--- src/rtl/data_ram_arbiter.sv ---
// data_ram_arbiter: two-port (A = CPU memory stage, B = debug/DMA loader)
// arbiter and sequencer for a single-port data RAM. Each access runs
// IDLE -> ACCESS -> RESP. The RAM samples ram_* on the negedge inside
// ACCESS. Read data is captured and acked on the following posedge.
// Optional feature macro: ARB_ROUND_ROBIN_EN. When it is defined, ties go
// to the port not granted last. When it is undefined, port A has fixed
// priority.
module data_ram_arbiter #(
  parameter int unsigned ADDR_WIDTH = 5
) (
  input  logic        clk,
  input  logic        rst_n,
  input  logic        a_req,
  input  logic        a_we,
  input  logic [31:0] a_addr,
  input  logic [31:0] a_wdata,
  output logic        a_ack,
  output logic [31:0] a_rdata,
  output logic        a_err,
  input  logic        b_req,
  input  logic        b_we,
  input  logic [31:0] b_addr,
  input  logic [31:0] b_wdata,
  output logic        b_ack,
  output logic [31:0] b_rdata,
  output logic        b_err,
  output logic        ram_we,
  output logic [31:0] ram_addr,
  output logic [31:0] ram_din,
  input  logic [31:0] ram_dout,
  output logic        busy
);

  typedef enum logic [1:0] {IDLE, ACCESS, RESP} state_t;
  typedef enum logic {PORT_A, PORT_B} port_t;

  state_t      state_q;
  port_t       grant_q;
  port_t       grant_d;
`ifdef ARB_ROUND_ROBIN_EN
  port_t       last_q;
`endif

  logic        ram_we_q;
  logic [31:0] ram_addr_q;
  logic [31:0] ram_din_q;
  logic        a_ack_q, b_ack_q;
  logic [31:0] a_rdata_q, b_rdata_q;
  logic        a_err_q, b_err_q;
  logic        busy_q;

  logic        sel_we;
  logic [31:0] sel_addr;
  logic [31:0] sel_wdata;
  logic        addr_oor;

  // Winner of the current IDLE sample: A unless only B asks (or, with
  // round robin, A was granted last and both ask).
  always_comb begin
    grant_d = PORT_A;
    if (b_req && !a_req) begin
      grant_d = PORT_B;
    end
`ifdef ARB_ROUND_ROBIN_EN
    else if (a_req && b_req && (last_q == PORT_A)) begin
      grant_d = PORT_B;
    end
`endif
  end

  // Route the winner's command fields toward the RAM latch.
  always_comb begin
    sel_we    = a_we;
    sel_addr  = a_addr;
    sel_wdata = a_wdata;
    if (grant_d == PORT_B) begin
      sel_we    = b_we;
      sel_addr  = b_addr;
      sel_wdata = b_wdata;
    end
  end

  // Range check uses the latched address, so late requester changes cannot
  // affect the result.
  assign addr_oor = (ram_addr_q[31:ADDR_WIDTH] != '0);

  // Sequencer FSM with registered RAM controls and response outputs.
  always_ff @(posedge clk or negedge rst_n) begin
    if (!rst_n) begin
      state_q    <= IDLE;
      grant_q    <= PORT_A;
`ifdef ARB_ROUND_ROBIN_EN
      last_q     <= PORT_B;
`endif
      ram_we_q   <= 1'b0;
      ram_addr_q <= '0;
      ram_din_q  <= '0;
      a_ack_q    <= 1'b0;
      a_rdata_q  <= '0;
      a_err_q    <= 1'b0;
      b_ack_q    <= 1'b0;
      b_rdata_q  <= '0;
      b_err_q    <= 1'b0;
      busy_q     <= 1'b0;
    end else begin
      case (state_q)
        IDLE: begin
          if (a_req || b_req) begin
            grant_q    <= grant_d;
`ifdef ARB_ROUND_ROBIN_EN
            last_q     <= grant_d;
`endif
            ram_we_q   <= sel_we;
            ram_addr_q <= sel_addr;
            ram_din_q  <= sel_wdata;
            busy_q     <= 1'b1;
            state_q    <= ACCESS;
          end
        end
        ACCESS: begin
          ram_we_q <= 1'b0;
          state_q  <= RESP;
          if (grant_q == PORT_A) begin
            a_ack_q   <= 1'b1;
            a_rdata_q <= addr_oor ? '0 : ram_dout;
            a_err_q   <= addr_oor;
          end else begin
            b_ack_q   <= 1'b1;
            b_rdata_q <= addr_oor ? '0 : ram_dout;
            b_err_q   <= addr_oor;
          end
        end
        RESP: begin
          a_ack_q <= 1'b0;
          b_ack_q <= 1'b0;
          busy_q  <= 1'b0;
          state_q <= IDLE;
        end
        default: begin
          state_q <= IDLE;
        end
      endcase
    end
  end

  assign ram_we   = ram_we_q;
  assign ram_addr = ram_addr_q;
  assign ram_din  = ram_din_q;
  assign a_ack    = a_ack_q;
  assign a_rdata  = a_rdata_q;
  assign a_err    = a_err_q;
  assign b_ack    = b_ack_q;
  assign b_rdata  = b_rdata_q;
  assign b_err    = b_err_q;
  assign busy     = busy_q;

endmodule

--- config.mk ---
export PLATFORM = sky130hd
export DESIGN_NAME = data_ram_arbiter
export DESIGN_NICKNAME = d
export VERILOG_FILES = /design/src/rtl/data_ram_arbiter.sv
export SDC_FILE = /design/constraint.sdc
export NUM_CORES = 1
export LEC_CHECK = 0
export CORE_MARGIN = 2
export CORE_UTILIZATION = 46
export CTS_CLUSTER_SIZE = 25
export DETAILED_ROUTE_END_ITERATION = 7
export GPL_TIMING_DRIVEN = 0
export MAX_ROUTING_LAYER = met4
export PLACE_DENSITY = 0.87
export SYNTH_ARGS = -nofsm -noshare
export SYNTH_HDL_FRONTEND = slang
export SYNTH_SLANG_ARGS = --single-unit
--- constraint.sdc ---
create_clock -name clk -period 4.2 [get_ports clk]
set_input_delay 0.84 -clock clk [delete_from_list [all_inputs] [get_ports clk]]
set_output_delay 0.84 -clock clk [all_outputs]
set_load 0.1 [all_outputs]
==> run_results.csv <==
group,metric,value,unit
yosys,ys_warn_count,0,
detailed_routing,wirelength,21700,microns
detailed_routing,drcViolationCount,0,
global_routing,grt_max_degree,81,
yosys,syn_area,0.00668,sq mm
yosys,synth.area.top_cells,"dfrtp_1 51%, mux2_2 13%, o41ai_2 9.7%, mux2_1 8.9%, nand3b_1 3.7%",
yosys,synth_edf_count,0,
timing,fin_worst_skew,0.00850,ns
cts,ctsResizeCount,0,
floorplanning,die_w,125,microns
cts,clk_path_buf_depth,2,
yosys,synth_cells,508,
floorplanning,chipHeight,125,microns
power,ir_worst_vdd,0.775,mV
finish,fin_nets,993,
power,p_seq_share,23.7,%
detailed_routing,drt_first_pass_iters,5,
timing,period_share,71.4,%
power,finalPower,8.33,mW
yosys,synth_top_area_share,51.3,%
timing,fmax,334,MHz
setup_path,cp_max_fo,8,
yosys,synthMuxAreaShare,21.9,%
floorplanning,rows,44,
placed_design,dp_cells,992,
finish,area_growth,57.3,%
cts,post_cts_buffers,0,
finish,multi_input_area,0.00300,sq mm
yosys,synthAdderAreaFrac,0,%
placed_design,place_congestion,0.886,
timing,period_minus_slack,3.00,ns
cts,clkTransAtPathRegs,0.06,ns
finish,nFillCells,942,
power,internal-power,3.90,mW
floorplanning,initial_utilization,46.5,%
yosys,netlist-cell-type-count,26,
placed_design,place_area,0.00993,sq mm
setup_path,reg2reg_depth,5,
finish,drive_gt1_share,20.5,%
timing,rsz0062_at_grt,"no",
setup_path,worstPathRequired,3.36,ns
yosys,syn_nets,674,
setup_path,crit_path_max_incr_delay,1.20,ns
detailed_routing,vias,5778,
setup_path,worst-setup-path-type,"reg -> out",
timing,relSlewSlack,27.0,%
global_routing,grt_overflow,0,
global_routing,grt_pass1_wl,34200,microns
timing,worstMarginPinSlew,1.09,ns
setup_path,crit_path_start_kind,"register",
global_routing,grt_usage,29.2,%
worst_hold_path,holdCritPathClass,"in -> async",
yosys,synth_common_cells,"137 x dfrtp_1, 75 x mux2_2, 65 x nand2_1, 53 x mux2_1, 40 x o41ai_2",
yosys,synthArstFlopShare,100,%
cts,cts.sinks,137,
setup_path,end_kind,"primary output",
yosys,synth-seq-area-share,51.3,%
cts,holdBufCountCts,0,
yosys,yosysMostFrequentCell,"dfrtp_1",
power,p_sw,4.42,mW
setup_path,critPathArrivalTime,2.16,ns
cts,root_buffer,"clkbuf_16",
cts,insertion_delay,0.42,ns
yosys,yosysTopAreaCell,"dfrtp_1",
timing,report.final.slew_viol_count,0,
detailed_routing,drt-vias-per-instance,5.65,
power,p_clk_share,17.6,%
flow_run,cap_violations,0,
setup_path,cp_slowest_cell,"clkdlybuf4s50_1",
placed_design,hpwl,16000,microns
setup_path,crit_cells,1,
power,leakage,4.30,nW
global_routing,antenna_found_initial,0,
status,status,"completed",
timing,finalSetupViolCount,0,
setup_path,path_cells,"clkdlybuf4s50_1",
setup_path,critPathBufInv,1,
yosys,yosys_most_used_dff,"dfrtp_1",
setup_path,critPathTopFamily,"buffers and inverters",
power,pwr-share-comb,58.7,%
yosys,yosys.area_share.simple,9.06,%
yosys,synth-seq-cells,137,
yosys,syn_area_per_cell,13.2,sq um
detailed_routing,dr.first_iter.drc_count,295,
finish,final_cell_count_no_fill,1023,
finish,seq_area,0.00343,sq mm
yosys,synth_top_family_by_area,"multiplexers",
floorplanning,coreArea,0.0144,sq mm
floorplanning,dieArea,0.0155,sq mm
power,switching_share,53.1,%
finish,antenna_cells,0,
cts,h-tree-depth,4,
power,power.density,792,mW/mm^2
detailed_routing,routedWlPerCell,21.2,microns
global_routing,grt_pass1_vias,6399,
floorplanning,pin_count,300,
detailed_routing,ant_nets,0,
yosys,synth_xor_area_share,0,%
cts,cts_made_buffers,17,
finish,fin_area,0.0105,sq mm
placed_design,io_buffer_count,299,
timing,hold_violations,0,
cts,cts_tree,"built",
yosys,synth_compound_area_share,13.9,%
[through the flow]
step | utilization (%) | hold slack [ns] | TNS [ns] | setup slack (ns)
CTS | 73.1 | 0.395 | 0 | 1.19
floorplan | - | 0.526 | 0 | 2.13
global route | 73.1 | 0.418 | 0 | 1.16
finish | 73.1 | 0.377 | 0 | 1.20
detailed placement | 69.1 | 0.469 | 0 | 1.27
global placement | 68.9 | 0.459 | -393.24 | -2.88
[kinds of logic (layout without fill, tap and decap cells)]
family | after synthesis | in the layout
flops | 137 | 137
simple gates | 117 | 117
compound gates | 74 | 74
mux | 130 | 130
buf+inv | 50 | 381
[placed cells by master (no fill, tap or decap), types with 3 or more instances in the layout]
cell type,count
clkbuf_8,3
nand2b_1,5
mux2_1,53
nand3b_1,33
mux2_2,75
buf_1,3
clkinvlp_4,3
buf_6,6
o41ai_1,24
nor2_1,3
clkdlybuf4s50_1,298
buf_2,21
clkbuf_1,21
clkbuf_16,17
o41ai_2,40
dfrtp_1,137
nor4_1,6
nand2_1,65
o21ai_0,4
[path summary, 6_finish.rpt]
| kind | to | slack (ns) | startpoint |
|---|---|---|---|
| max | ram_addr[27] | 1.20 | ram_addr[27]$_DFFE_PN0P_ |
| min | a_rdata[5]$_DFFE_PN0P_ | 0.38 | rst_n |
| max reg2reg | b_rdata[17]$_DFFE_PN0P_ | 2.05 | ram_addr[31]$_DFFE_PN0P_ |
| min reg2reg | b_rdata[28]$_DFFE_PN0P_ | 0.48 | b_rdata[28]$_DFFE_PN0P_ |
| max in group asynchronous | ram_addr[18]$_DFFE_PN0P_ | 3.04 | rst_n |
| min in group clk | b_rdata[28]$_DFFE_PN0P_ | 0.48 | b_rdata[28]$_DFFE_PN0P_ |
[power by group through the flow]
stage / clock network, mW / logic [mW] / registers (mW)
after CTS: 1.47 / 4.90 / 1.98
after global placement: 0 / 4.80 / 1.96
after detailed placement: 0 / 4.86 / 1.98
after floorplan: 0 / 1.02 / 4.51
after global routing: 1.55 / 5.02 / 2.03
final: 1.46 / 4.89 / 1.97
[per-layer routing]
metal  vias up  routed length, microns  part of all wire, %  track usage, %
li1       2537                       -                    -               -
met1      2819                    7800                   36            31.0
met2       339                   11200                   52            50.1
met3        83                    1570                  7.2            7.43
met4         0                    1090                  5.0            15.4
met5         -                       0                    0               -
[cell type report]
| type | instances | area share, % |
|---|---|---|
| buffer | 48 | 2.39 |
| clock inverter | 7 | 0.881 |
| tap | 184 | 2.19 |
| timing repair buffer | 300 | 28.8 |
| multi-input combinational | 321 | 28.5 |
| sequential | 137 | 32.6 |
| inverter | 2 | 0.0714 |
| clock buffer | 24 | 4.58 |
[registers in the layout, indices dropped and copies added, names as in the netlist]
name      cells
state_q       2
busy          1
a_err         1
ram_we        1
b_err         1
ram_din      32
ram_addr     32
a_ack         1
a_rdata      32
grant_q       1
b_ack         1
b_rdata      32
(Power assumes the default switching activity.)
